File: src/rtl/seg7_pkg.sv
// ============================================================================
// Module   : seg7_pkg
// Purpose  : Shared constants and hex-to-segment decode for the 7-seg scanner.
// Revision : 1.0 - initial release
// ============================================================================
`default_nettype none

package seg7_pkg;

  localparam logic [6:0] SEG_OFF = 7'h7F;

  // Active-low segments, a..g at bits 6..0, indexed by hex nibble value.
  localparam logic [6:0] HEX_SEG [16] = '{
    7'h01, 7'h4F, 7'h12, 7'h06,
    7'h4C, 7'h24, 7'h20, 7'h0F,
    7'h00, 7'h04, 7'h08, 7'h60,
    7'h31, 7'h42, 7'h30, 7'h38
  };

  function automatic logic [6:0] seg7_decode(input logic [3:0] nib);
    return HEX_SEG[nib];
  endfunction

endpackage

`default_nettype wire

File: src/rtl/seg7_lz_mask.sv
// ============================================================================
// Module   : seg7_lz_mask
// Purpose  : Leading-zero suppression mask; digit 0 is never suppressed.
// Revision : 1.0 - initial release
// ============================================================================
`default_nettype none

module seg7_lz_mask #(
  parameter int NUM_DIGITS = 8
) (
  input  logic [4*NUM_DIGITS-1:0] value,
  input  logic                    lz_suppress,
  output logic [NUM_DIGITS-1:0]   suppress
);

  // zero_run[i]: digit i and every digit above it hold a zero nibble.
  logic [NUM_DIGITS-1:0] zero_run;

  assign zero_run[0] = 1'b0;

  generate
    for (genvar i = 1; i < NUM_DIGITS; i++) begin : g_digit
      logic nib_zero;
      assign nib_zero = (value[4*i +: 4] == 4'h0);
      if (i == NUM_DIGITS - 1) begin : g_top
        assign zero_run[i] = nib_zero;
      end else begin : g_lower
        assign zero_run[i] = nib_zero & zero_run[i+1];
      end
    end
  endgenerate

  assign suppress = zero_run & {NUM_DIGITS{lz_suppress}};

endmodule

`default_nettype wire

File: src/rtl/seg7_scan_ctrl.sv
// ============================================================================
// Module   : seg7_scan_ctrl
// Purpose  : Multiplexed 7-seg scanner with PWM, blanking, LZ suppression and
//            double-buffered, frame-aligned updates.
// Revision : 1.0 - initial release
// ============================================================================
`default_nettype none

module seg7_scan_ctrl
  import seg7_pkg::*;
#(
  parameter int NUM_DIGITS = 8,
  parameter int DIV_W      = 16,
  parameter int BRIGHT_W   = 4
) (
  input  logic                    clk,
  input  logic                    rst,
  input  logic [4*NUM_DIGITS-1:0] value,
  input  logic [NUM_DIGITS-1:0]   dp_in,
  input  logic [NUM_DIGITS-1:0]   blank_in,
  input  logic                    load,
  input  logic                    lz_suppress,
  input  logic [BRIGHT_W-1:0]     brightness,
  output logic [NUM_DIGITS-1:0]   an,
  output logic [6:0]              a_to_g,
  output logic                    dp,
  output logic                    update_pending,
  output logic                    frame_done
);

  localparam int IDX_W = (NUM_DIGITS > 1) ? $clog2(NUM_DIGITS) : 1;
  localparam logic [NUM_DIGITS-1:0] DIGIT_ONE = {{(NUM_DIGITS-1){1'b0}}, 1'b1};

  logic [DIV_W-1:0]        div_cnt_q, div_cnt_d;
  logic [IDX_W-1:0]        idx_q, idx_d;
  logic [4*NUM_DIGITS-1:0] val_act_q, val_act_d, val_shd_q, val_shd_d;
  logic [NUM_DIGITS-1:0]   dp_act_q, dp_act_d, dp_shd_q, dp_shd_d;
  logic [NUM_DIGITS-1:0]   blank_act_q, blank_act_d, blank_shd_q, blank_shd_d;
  logic                    pending_q, pending_d;
  logic [NUM_DIGITS-1:0]   an_q, an_d;
  logic [6:0]              seg_q, seg_d;
  logic                    dp_q, dp_d;
  logic                    frame_done_q, frame_done_d;

  logic                    slot_end;
  logic                    boundary;
  logic [3:0]              nibble;
  logic                    digit_on;
  logic [NUM_DIGITS-1:0]   suppress;

  seg7_lz_mask #(
    .NUM_DIGITS (NUM_DIGITS)
  ) u_lz_mask (
    .value       (val_act_q),
    .lz_suppress (lz_suppress),
    .suppress    (suppress)
  );

  always_comb begin
    slot_end    = &div_cnt_q;
    boundary    = slot_end && (idx_q == IDX_W'(NUM_DIGITS - 1));
    div_cnt_d   = div_cnt_q + DIV_W'(1);
    idx_d       = idx_q;
    val_act_d   = val_act_q;
    dp_act_d    = dp_act_q;
    blank_act_d = blank_act_q;
    val_shd_d   = val_shd_q;
    dp_shd_d    = dp_shd_q;
    blank_shd_d = blank_shd_q;
    pending_d   = pending_q;

    if (slot_end) begin
      idx_d = boundary ? '0 : idx_q + IDX_W'(1);
    end

    // A load landing on the boundary bypasses the shadow so it is not lost a frame.
    if (load && boundary) begin
      val_act_d   = value;
      dp_act_d    = dp_in;
      blank_act_d = blank_in;
      pending_d   = 1'b0;
    end else if (boundary && pending_q) begin
      val_act_d   = val_shd_q;
      dp_act_d    = dp_shd_q;
      blank_act_d = blank_shd_q;
      pending_d   = 1'b0;
    end

    if (load) begin
      val_shd_d   = value;
      dp_shd_d    = dp_in;
      blank_shd_d = blank_in;
      if (!boundary) begin
        pending_d = 1'b1;
      end
    end

    nibble   = val_act_q[{idx_q, 2'b00} +: 4];
    // div_cnt == 0 is a forced dark cycle so the previous digit cannot ghost.
    digit_on = !blank_act_q[idx_q] && !suppress[idx_q] && (div_cnt_q != '0) &&
               (div_cnt_q[DIV_W-1 -: BRIGHT_W] < brightness);

    an_d  = '1;
    seg_d = SEG_OFF;
    dp_d  = 1'b1;
    if (digit_on) begin
      an_d  = ~(DIGIT_ONE << idx_q);
      seg_d = seg7_decode(nibble);
      dp_d  = ~dp_act_q[idx_q];
    end

    frame_done_d = boundary;
  end

  always_ff @(posedge clk or negedge rst) begin
    if (!rst) begin
      div_cnt_q    <= '0;
      idx_q        <= '0;
      val_act_q    <= '0;
      dp_act_q     <= '0;
      blank_act_q  <= '0;
      val_shd_q    <= '0;
      dp_shd_q     <= '0;
      blank_shd_q  <= '0;
      pending_q    <= 1'b0;
      an_q         <= '1;
      seg_q        <= SEG_OFF;
      dp_q         <= 1'b1;
      frame_done_q <= 1'b0;
    end else begin
      div_cnt_q    <= div_cnt_d;
      idx_q        <= idx_d;
      val_act_q    <= val_act_d;
      dp_act_q     <= dp_act_d;
      blank_act_q  <= blank_act_d;
      val_shd_q    <= val_shd_d;
      dp_shd_q     <= dp_shd_d;
      blank_shd_q  <= blank_shd_d;
      pending_q    <= pending_d;
      an_q         <= an_d;
      seg_q        <= seg_d;
      dp_q         <= dp_d;
      frame_done_q <= frame_done_d;
    end
  end

  assign an             = an_q;
  assign a_to_g         = seg_q;
  assign dp             = dp_q;
  assign update_pending = pending_q;
  assign frame_done     = frame_done_q;

endmodule

`default_nettype wire

File: config.mk
export PLATFORM = sky130hd
export DESIGN_NAME = seg7_scan_ctrl
export DESIGN_NICKNAME = d
export VERILOG_FILES = /design/src/rtl/seg7_pkg.sv /design/src/rtl/seg7_lz_mask.sv /design/src/rtl/seg7_scan_ctrl.sv
export SDC_FILE = /design/constraint.sdc
export NUM_CORES = 1
export LEC_CHECK = 0
export ABC_AREA = 1
export ABC_CLOCK_PERIOD_IN_PS = 2440
export BUFFER_PORTS_ARGS = -buffer_cell sky130_fd_sc_hd__buf_2
export CORE_ASPECT_RATIO = 0.6
export CORE_MARGIN = 3
export CORE_UTILIZATION = 50
export DETAILED_ROUTE_END_ITERATION = 7
export PLACE_DENSITY = 0.69
export SYNTH_ARGS = -nofsm -noshare
export SYNTH_HDL_FRONTEND = slang
export SYNTH_SLANG_ARGS = --single-unit
export TNS_END_PERCENT = 30
File: constraint.sdc
create_clock -name clk -period 2.44 [get_ports clk]
set_input_delay 0.122 -clock clk [delete_from_list [all_inputs] [get_ports clk]]
set_output_delay 0.122 -clock clk [all_outputs]
set_load 0.01 [all_outputs]
==> results_dict.tcl, run 1 <==
set metrics [dict create \
    first_global_vias 5141 \
    clk_pin_slew_ns 0.06 \
    ys.flop_type "dfrtp_1" \
    hp-class "input pin to flip-flop" \
    rows 31 \
    grt_overflow 0 \
    fin_crit_sh_pct 86.9 \
    dieArea_um2 14000 \
    cts.sinks 133 \
    syn_avg_cell_area_um2 8.08 \
    via_per_inst 4.82 \
    synth_largest_area_cell "dfrtp_1" \
    drive_gt1_share_pct 15.1 \
    n_fill_cell 1044 \
    antenna_cells 0 \
    worst_slew_pin_slew_ns 0.858 \
    cts_root_buf "clkbuf_16" \
    min_from "load" \
    h-tree-depth 4 \
    drtPass1Iterations 5 \
    clock_latency_ns 0.42 \
    max_cap_violations 0 \
    worstReg2RegStart "idx_q[0]" \
    rsz0062_at_grt "no" \
    via_count 5205 \
    status "finished, final reports clean" \
    cts_tree "yes" \
    combinationalPowerShare_pct 5.3 \
    synth.cell_area_um2 6300 \
    post-route-drc-count 0 \
    worstHoldPathCells 5 \
    hold_viol 0 \
    r2r_slack_ns 0.32 \
    cts_buffers 17 \
    peakVddDrop_mv 0.452 \
    cp_max_fo 17 \
    ys_types 28 \
    leakagePower_nw 3.99 \
    die_x_um 151 \
    power.switching_w 0.00113 \
    area_growth_pct 25.8 \
    initial_core_util_pct 51.7 \
    wirelength_um 14500 \
    yosysWarnings 0 \
    dp_hpwl_um 9690 \
    reg2reg_depth 10 \
    finish.net_count 976 \
    antenna_left 0 \
    worst_ep_arrival_time_ns 2.47 \
    syn_nets 853 \
    required_ns 2.79 \
    syn_inst 780 \
    skew_ns 0.00751 \
    critPathLaunchType "flip-flop" \
    fin_util_pct 65.1 \
    grt_pass1_wl_um 24500 \
    p_int_w 0.00417 \
    track_usage_pct 22.2 \
    setup_viol 0 \
    gp_congestion 0.949 \
    ios 74 \
    fmax_ghz 0.472 \
    core_area_um2 12200 \
    power_frac_seq_pct 43.4 \
    synth_edf_count 0 \
    async_reset_ff_share_pct 100 \
    yosysSeqAreaShare_pct 53.2 \
    power_density_nw_per_um2 668 \
    clkPwrFrac_pct 51.2 \
    wl_per_cell_um 13.4 \
    slew_headroom_pct 42.8 \
    cts_buffer_depth 2 \
    critPathKind "flip-flop to flip-flop" \
    synth_top_area_share_pct 46.5 \
    grt_start_max_net_pins 93 \
    min_to "dp_act_q[4]" \
    setup_tns_ns 0 \
    cp-end-kind "flip-flop" \
    period_needed_ns 2.12 \
    first_iter_violations 377 \
    r2r_end "a_to_g[3]" \
    ys_seq_elements 133 \
    port_buffers 73 \
    swShare_pct 21.3 \
    dieHeight_um 92.9 \
    antenna_found_initial 0 \
    slew_violations 0 \
    synthTopCellsByArea "dfrtp_1 46%, nand2_1 17%, dfstp_2 6.7%, inv_1 6.5%, nand3_1 4.9%" \
]
[state kept, by name, indices dropped and copies added, names as in the netlist]
register        count
val_act_q          32
val_shd_q          32
div_cnt_q          16
an                  8
blank_act_q         8
blank_shd_q         8
dp_act_q            8
dp_shd_q            8
a_to_g              7
idx_q               3
dp                  1
frame_done          1
update_pending      1
[stage by stage]
step / hold slack [ns] / total power, W / std cells / area, µm² / setup slack, ns
after global routing: 0.258 / 0.00549 / 1080 / 7920 / 0.122
final: 0.221 / 0.00529 / 1080 / 7920 / 0.319
after CTS: 0.197 / 0.00535 / 1080 / 7920 / 0.401
after global placement: 0.281 / 0.00255 / 1000 / 6800 / 0.574
after floorplan: -0.174 / 0.00243 / 780 / 6300 / 0.454
after detailed placement: 0.290 / 0.00256 / 1000 / 6800 / 0.417
[cells in the final DEF (no fill, tap or decap), types with 17 or more instances in the layout]
cell and instances:
clkbuf_16 17, buf_2 72, o21ai_0 35, dlygate4sd3_1 49, nand2_1 288, dfrtp_1 117, inv_1 109, o21ai_1 18
ha_1 17, nand3_1 62, nor2_1 43
[worst max-delay path by stage]
stage                end  startpoint  slack [ns]
3_3_place_gp   a_to_g[0]    idx_q[0]        0.57
5_1_grt        a_to_g[0]    idx_q[0]        0.12
2_1_floorplan  a_to_g[0]    idx_q[0]        0.45
3_5_place_dp   a_to_g[3]    idx_q[0]        0.42
6_report       a_to_g[3]    idx_q[0]        0.32
4_1_cts        a_to_g[0]    idx_q[0]        0.40
[worst max-delay path: stages, from the launching register on]
cell	delay, ns
dfrtp_1	0.41
inv_1	0.41
buf_4	0.24
nand2_1	0.06
nand3_1	0.07
nand3_1	0.10
nand2_1	0.28
inv_1	0.19
nand2_1	0.10
nand3_1	0.09
nand3_1	0.12
[cell type report]
class | instances | area [µm²] | share of cell area, %
Clock inverter | 11 | 175 | 2.21
Sequential cell | 133 | 3350 | 42.3
Inverter | 111 | 417 | 5.26
Multi-Input combinational cell | 505 | 2340 | 29.5
Timing Repair Buffer | 135 | 981 | 12.4
Tap cell | 165 | 206 | 2.61
Clock buffer | 20 | 457 | 5.76
[cells by family after synthesis]
group | Yosys count | synth area share, %
flip-flops | 133 | 53.2
XOR/XNOR | 12 | 1.67
AO/OA/AOI/OAI | 73 | 6.14
adder cells (fa/ha/maj) | 17 | 3.38
AND/OR/NAND/NOR | 403 | 25.9
buffers and inverters | 142 | 9.71
[Yosys cell counts, types with 2 or more instances]
cell / count
a21oi_1: 12
buf_1: 2
buf_2: 7
buf_6: 8
clkbuf_1: 13
clkinv_1: 2
dfrtp_1: 117
dfstp_2: 16
ha_1: 17
inv_1: 109
nand2_1: 288
nand2_2: 2
nand3_1: 62
nand4_1: 4
nor2_1: 43
o211ai_1: 4
o21ai_0: 35
o21ai_1: 18
o21bai_1: 2
xnor2_1: 6
xor2_1: 6
[metal layers]
metal | share of wire, % | track usage (%)
met1 | 50 | 32.2
met2 | 44 | 33.9
met3 | 5.2 | 4.94
met4 | 1.4 | 5.66
met5 | 0 | 0
[power groups by stage]
stage | Sequential [W] | Combinational [W] | Clock [W]
4_1_cts | 0.00230 | 0.000287 | 0.00276
6_report | 0.00230 | 0.000283 | 0.00271
2_1_floorplan | 0.00233 | 0.000100 | 0
3_3_place_gp | 0.00233 | 0.000220 | 0
5_1_grt | 0.00230 | 0.000326 | 0.00286
3_5_place_dp | 0.00233 | 0.000226 | 0
[repair_timing]
item                                   4_1_cts  5_1_grt
endpoints found under the hold margin      108        0
gates resized for setup                      0        0
buffers inserted                             0        0
hold buffers                                49        0
No activity file was read; power rests on OpenSTA's default activity.
==> run 2, diff against run 1 <==
--- a/config.mk
+++ b/config.mk
@@ -12,8 +12,10 @@
 export CORE_MARGIN = 3
 export CORE_UTILIZATION = 50
 export DETAILED_ROUTE_END_ITERATION = 7
+export MAX_ROUTING_LAYER = met4
 export PLACE_DENSITY = 0.69
 export SYNTH_ARGS = -nofsm -noshare
 export SYNTH_HDL_FRONTEND = slang
+export SYNTH_HIERARCHICAL = 1
 export SYNTH_SLANG_ARGS = --single-unit
 export TNS_END_PERCENT = 30
==> run 2 against run 1 <==
First-iteration DRC count is 21% higher. Cell area up 4.2%. Count of clock-buffer cells in the layout grew 3. Critical path depth shrank 2. Largest cell class unchanged.
==> results_dict.tcl, run 2 <==
set metrics [dict create \
    initial_core_util_pct 52.9 \
    cts_root_buf "clkbuf_16" \
    drive_gt1_share_pct 15.3 \
    hold_viol 0 \
    max_cap_violations 0 \
    syn_avg_cell_area_um2 7.64 \
    post-route-drc-count 0 \
    path_common_cell "ha_1" \
    clock_latency_ns 0.41 \
    core_area_um2 12500 \
    syn_nets 938 \
    path_buf_inv 3 \
    ys_types 30 \
    final_common_cell "nand2_1" \
    wirelength_um 15700 \
    grt_pass1_wl_um 26900 \
    synthTopCellsByArea "dfrtp_1 44%, nand2_1 17%, inv_1 7.6%, dfstp_2 6.4%, nor2_1 4.7%" \
    reg_top3 "val_act_q: 32 flops, val_shd_q: 32 flops, div_cnt_q: 16 flops" \
    worst_slew_pin_slew_ns 0.657 \
    fmax_ghz 0.459 \
    syn_inst 865 \
    cp_slowest_cell "dfrtp_1" \
    worst_path_dominant_cell_family "buffers and inverters" \
    finish.net_count 1059 \
    dp_hpwl_um 10600 \
    critPathKind "flip-flop to flip-flop" \
    track_usage_pct 23.5 \
    crit_path_max_incr_delay_ns 0.47 \
    rsz0062_at_grt "no" \
    area_growth_pct 24.9 \
    clk_pin_slew_ns 0.06 \
    pre_cts_ws_ns 0.119 \
    final_cells 1163 \
    status "finished, final reports clean" \
    reg2reg_depth 8 \
    via_per_inst 4.83 \
    fin_ws_ns 0.262 \
    cts_buffer_depth 2 \
    peakVddDrop_mv 0.440 \
    synth.cell_area_um2 6610 \
    required_ns 2.72 \
    drtPass1Iterations 5 \
    final_cell_mix "298 x nand2_1, 132 x inv_1, 117 x dfrtp_1" \
    h-tree-depth 4 \
    placedCellCount 1089 \
    port_buffers 73 \
    synth_edf_count 0 \
    yosysSeqAreaShare_pct 50.7 \
    ios 74 \
    rows 31 \
    antenna_found_initial 0 \
    skew_ns 0.0124 \
    path_depth 8 \
    post_cts_buffers 0 \
    antenna_left 0 \
    cts.sinks 133 \
    setup_tns_ns 0 \
    ys_seq_elements 133 \
    yosysWarnings 6 \
    slew_violations 0 \
    worstHoldPathCells 3 \
    leakagePower_nw 4.40 \
    cts_tree "yes" \
    via_count 5619 \
    slew_headroom_pct 56.1 \
    dieHeight_um 95.1 \
    critPathLaunchType "flip-flop" \
    wl_per_cell_um 13.5 \
    path_cells "buf_4 -> ha_1 -> ha_1 -> nand3b_4 -> buf_12 -> nand2_1 -> o21ai_0 -> inv_1" \
    worst_ep_arrival_time_ns 2.46 \
    yosysMostFrequentCell "nand2_1" \
    first_global_vias 5441 \
    synth_top_area_share_pct 44.3 \
    cts_buffers 17 \
    gp_congestion 0.936 \
    grt_overflow 0 \
    first_iter_violations 457 \
    power_density_nw_per_um2 634 \
    antenna_cells 0 \
    async_reset_ff_share_pct 100 \
    grt_start_max_net_pins 97 \
    period_needed_ns 2.18 \
    setup_viol 0 \
    dieArea_um2 14700 \
    cp-end-kind "flip-flop" \
    die_x_um 154 \
    cp_max_fo 96 \
    fin_crit_sh_pct 89.2 \
    yosys-top-cells-count "298 x nand2_1, 134 x inv_1, 117 x dfrtp_1" \
    ys.flop_type "dfrtp_1" \
    hp-class "input pin to flip-flop" \
    synth_largest_area_cell "dfrtp_1" \
]
-- run 2: cells by family after synthesis --
kind of cell | Yosys count | share of synthesized area [%]
other cells | 1 | 0.0567
fa+ha+maj | 17 | 3.22
simple gates | 468 | 29.3
flops | 133 | 50.7
compound gates | 61 | 4.62
xor+xnor | 14 | 1.86
buf+inv | 171 | 10.3
-- run 2: repair_timing --
item / in CTS / in global routing
hold buffers: 43 / 0
endpoints found under the setup margin: 0 / 17
resized for setup: 0 / 3
hold endpoints to repair: 71 / 0
-- run 2: path summary, 6_finish.rpt --
kind / endpoint / from / slack (ns)
max: val_act_q[31] / idx_q[0] / 0.26
min: val_shd_q[19] / value[19] / 0.0004
max reg2reg: val_act_q[31] / idx_q[0] / 0.26
min reg2reg: blank_shd_q[7] / blank_shd_q[7] / 0.47
max in group asynchronous: dp / rst / 1.49
min in group asynchronous: div_cnt_q[13] / rst / 0.21
-- run 2: layout make-up --
class                   count  area, µm²
fillers                  1063       4240
flip-flops and latches    133       3350
multi-input cells         561       2590
repair buffers            136        986
inverters                 137        514
clock buffers              23        488
well taps                 165        206
clock inverters             8        123
-- run 2: layer usage --
metal | share of wire (%) | global-route usage [%] | routed length, µm
met5 | 0 | - | 0
met4 | 0.91 | 5.36 | 143
met3 | 6.0 | 6.12 | 940
met2 | 42 | 34.0 | 6570
met1 | 51 | 33.5 | 8010
-- run 2: report_power, final --
part / leakage (nW) / internal (W) / switching [W]
combinational: 2.56 / 0.000135 / 0.000176
sequential: 1.55 / 0.00228 / 0.0000184
clock: 0.291 / 0.00171 / 0.000917
total: 4.40 / 0.00412 / 0.00111
-- run 2: metrics by stage --
step | power [W] | hold slack (ns) | cell area [µm²] | utilization [%]
after floorplan | 0.00246 | -0.174 | 6610 | -
after global placement | 0.00259 | 0.0959 | 7200 | 57.7
after global routing | 0.00542 | 0.0222 | 8250 | 66.1
final | 0.00523 | 0.000375 | 8250 | 66.1
after detailed placement | 0.00259 | 0.104 | 7200 | 57.7
after CTS | 0.00527 | 0.00145 | 8240 | 66.0
-- run 2: tightest hold or removal path, stage by stage --
cell	delay [ns]
buf_2	0.08
nor2_1	0.04
a21oi_1	0.12
==> run 3, diff against run 2 <==
--- a/config.mk
+++ b/config.mk
@@ -7,13 +7,13 @@
 export LEC_CHECK = 0
 export ABC_AREA = 1
 export ABC_CLOCK_PERIOD_IN_PS = 2440
-export BUFFER_PORTS_ARGS = -buffer_cell sky130_fd_sc_hd__buf_2
 export CORE_ASPECT_RATIO = 0.6
 export CORE_MARGIN = 3
 export CORE_UTILIZATION = 50
 export DETAILED_ROUTE_END_ITERATION = 7
+export DONT_BUFFER_PORTS = 1
 export MAX_ROUTING_LAYER = met4
-export PLACE_DENSITY = 0.69
+export PLACE_DENSITY = 0.64
 export SYNTH_ARGS = -nofsm -noshare
 export SYNTH_HDL_FRONTEND = slang
 export SYNTH_HIERARCHICAL = 1
==> run 3 against run 2 <==
The flow now finishes with violations (hold timing). Largest cell class unchanged. Non-clock buffer count fell by 76. Routed wire length rose by 3.0%. Via count fell by 3.6%. Setup slack got worse by 0.018 ns. Sequential power barely moved. Die area did not move. Final cell count fell by 6.4%. Largest power group unchanged.
==> results_dict.tcl, run 3 (synthesis results as in run 2) <==
set metrics [dict create \
    fin_ws_ns 0.244 \
    critPathKind "input pin to flip-flop" \
    antenna_cells 0 \
    cts.sinks 133 \
    final_cells 1088 \
    period_needed_ns 2.20 \
    final_common_cell "nand2_1" \
    worst_path_dominant_cell_family "buffers and inverters" \
    fin_crit_sh_pct 90.0 \
    clock_latency_ns 0.42 \
    grt_overflow 0 \
    via_count 5417 \
    cts_root_buf "clkbuf_16" \
    rsz0062_at_grt "no" \
    power_density_nw_per_um2 637 \
    skew_ns 0.00733 \
    drive_gt1_share_pct 7.69 \
    worstReg2RegStart "idx_q[0]" \
    cts_buffers 17 \
    cts_buffer_depth 2 \
    die_x_um 154 \
    path_cells "dlygate4sd3_1 -> inv_2 -> buf_4 -> nor2_1 -> nor2_1 -> nand2_1 -> nand2_1" \
    holdWs_ns -0.597 \
    rows 31 \
    via_per_inst 4.98 \
    pre_cts_ws_ns -0.0128 \
    ios 74 \
    wirelength_um 16100 \
    max_cap_violations 0 \
    antenna_found_initial 0 \
    drtPass1Iterations 5 \
    setup_viol 0 \
    core_area_um2 12500 \
    critPathLaunchType "input pin" \
    track_usage_pct 24.4 \
    hp-class "input pin to asynchronous set/reset pin" \
    slew_headroom_pct 40.2 \
    port_buffers 0 \
    holdBufCountCts 49 \
    grt_start_max_net_pins 134 \
    gp_congestion 0.930 \
    status "finished with violations" \
    worst_ep_arrival_time_ns 2.49 \
    cp_max_fo 63 \
    area_growth_pct 18.1 \
    worst_slew_pin_slew_ns 0.895 \
    first_global_vias 5459 \
    clk_pin_slew_ns 0.05 \
    slew_violations 0 \
    violations "hold timing" \
    post-route-drc-count 0 \
    path_buf_inv 3 \
    reg_top3 "val_act_q: 32 flops, val_shd_q: 32 flops, div_cnt_q: 16 flops" \
    design_area_um2 7810 \
    fmax_ghz 0.455 \
    required_ns 2.74 \
    cp_slowest_cell "dlygate4sd3_1" \
    hold_viol 133 \
    finish.net_count 983 \
    antenna_left 0 \
    initial_core_util_pct 52.9 \
    wl_per_cell_um 14.8 \
    final_cell_mix "298 x nand2_1, 133 x inv_1, 115 x dfrtp_1" \
    power_w 0.00497 \
    peakVddDrop_mv 0.423 \
    cp-end-kind "flip-flop" \
    dp_hpwl_um 10800 \
    cts_tree "yes" \
    dieHeight_um 95.1 \
    placedCellCount 1007 \
    h-tree-depth 4 \
    crit_path_max_incr_delay_ns 1.12 \
    grt_pass1_wl_um 27300 \
    dpl_cell_area_um2 6740 \
    leakagePower_nw 4.10 \
    dieArea_um2 14700 \
    critPathLaunch "load" \
    first_iter_violations 428 \
]
[run 3: cell count changes in the layout (fill, tap and decap cells not counted), moves of 3 or more]
cell / previous run / this run
dlygate4sd3_1: 43 / 49
clkinvlp_4: 3 / 0
buf_4: 18 / 10
bufinv_16: 3 / 0
buf_2: 72 / 0
[run 3: cell type report]
cell class | instances | area [µm²]
inverters | 137 | 514
well taps | 165 | 206
flip-flops and latches | 133 | 3350
clock inverters | 6 | 38.8
fillers | 1063 | 4680
multi-input cells | 561 | 2580
repair buffers | 60 | 586
clock buffers | 26 | 532
[run 3: per-stage QoR]
step,utilization [%],setup TNS [ns]
2_1_floorplan,-,0
3_3_place_gp,54.0,0
3_5_place_dp,54.0,-0.0128
4_1_cts,62.5,0
5_1_grt,62.5,0
6_report,62.5,0
[run 3: worst reg2reg max path, cell delays in order, from the launching register on]
cell and delay, ns:
dfrtp_2 0.48, buf_4 0.20, buf_4 0.18, nand2_1 0.07
nand2_1 0.08, nand2_1 0.07, nand3_1 0.06, nand2_1 0.22
inv_1 0.13, ha_1 0.22, nand3_1 0.13, nand2_1 0.09
nand2_1 0.06, nand3_1 0.09
[run 3: final timing paths]
kind                            endpoint  slack (ns)  cells past startpoint
setup / recovery            val_act_q[6]        0.24                      7
hold / removal             val_shd_q[23]       -0.60                      0
setup reg to reg               a_to_g[1]        0.25                     13
hold reg to reg              dp_shd_q[4]        0.47                      2
max in group asynchronous             dp        2.80                      0
min in group clk           val_act_q[15]        0.20                      5
[run 3: what timing repair did]
action,CTS,global route
endpoints found under the setup margin,0,16
setup buffers,0,0
endpoints found under the hold margin,218,133
resized for setup,0,3
[run 3: report_power, final]
| part | switching (W) | leakage (nW) | internal, W |
|---|---|---|---|
| clock network | 0.000944 | 0.285 | 0.00150 |
| logic | 0.000126 | 2.26 | 0.000102 |
| registers | 0.0000190 | 1.55 | 0.00228 |
| total | 0.00109 | 4.10 | 0.00388 |
[run 3: per-layer routing]
| layer | track usage (%) | share of wire, % | vias up |
|---|---|---|---|
| li1 | - | - | 2704 |
| met1 | 34.9 | 51 | 2558 |
| met2 | 35.5 | 42 | 135 |
| met3 | 4.58 | 5.2 | 20 |
| met4 | 7.94 | 1.3 | 0 |
| met5 | - | 0 | - |
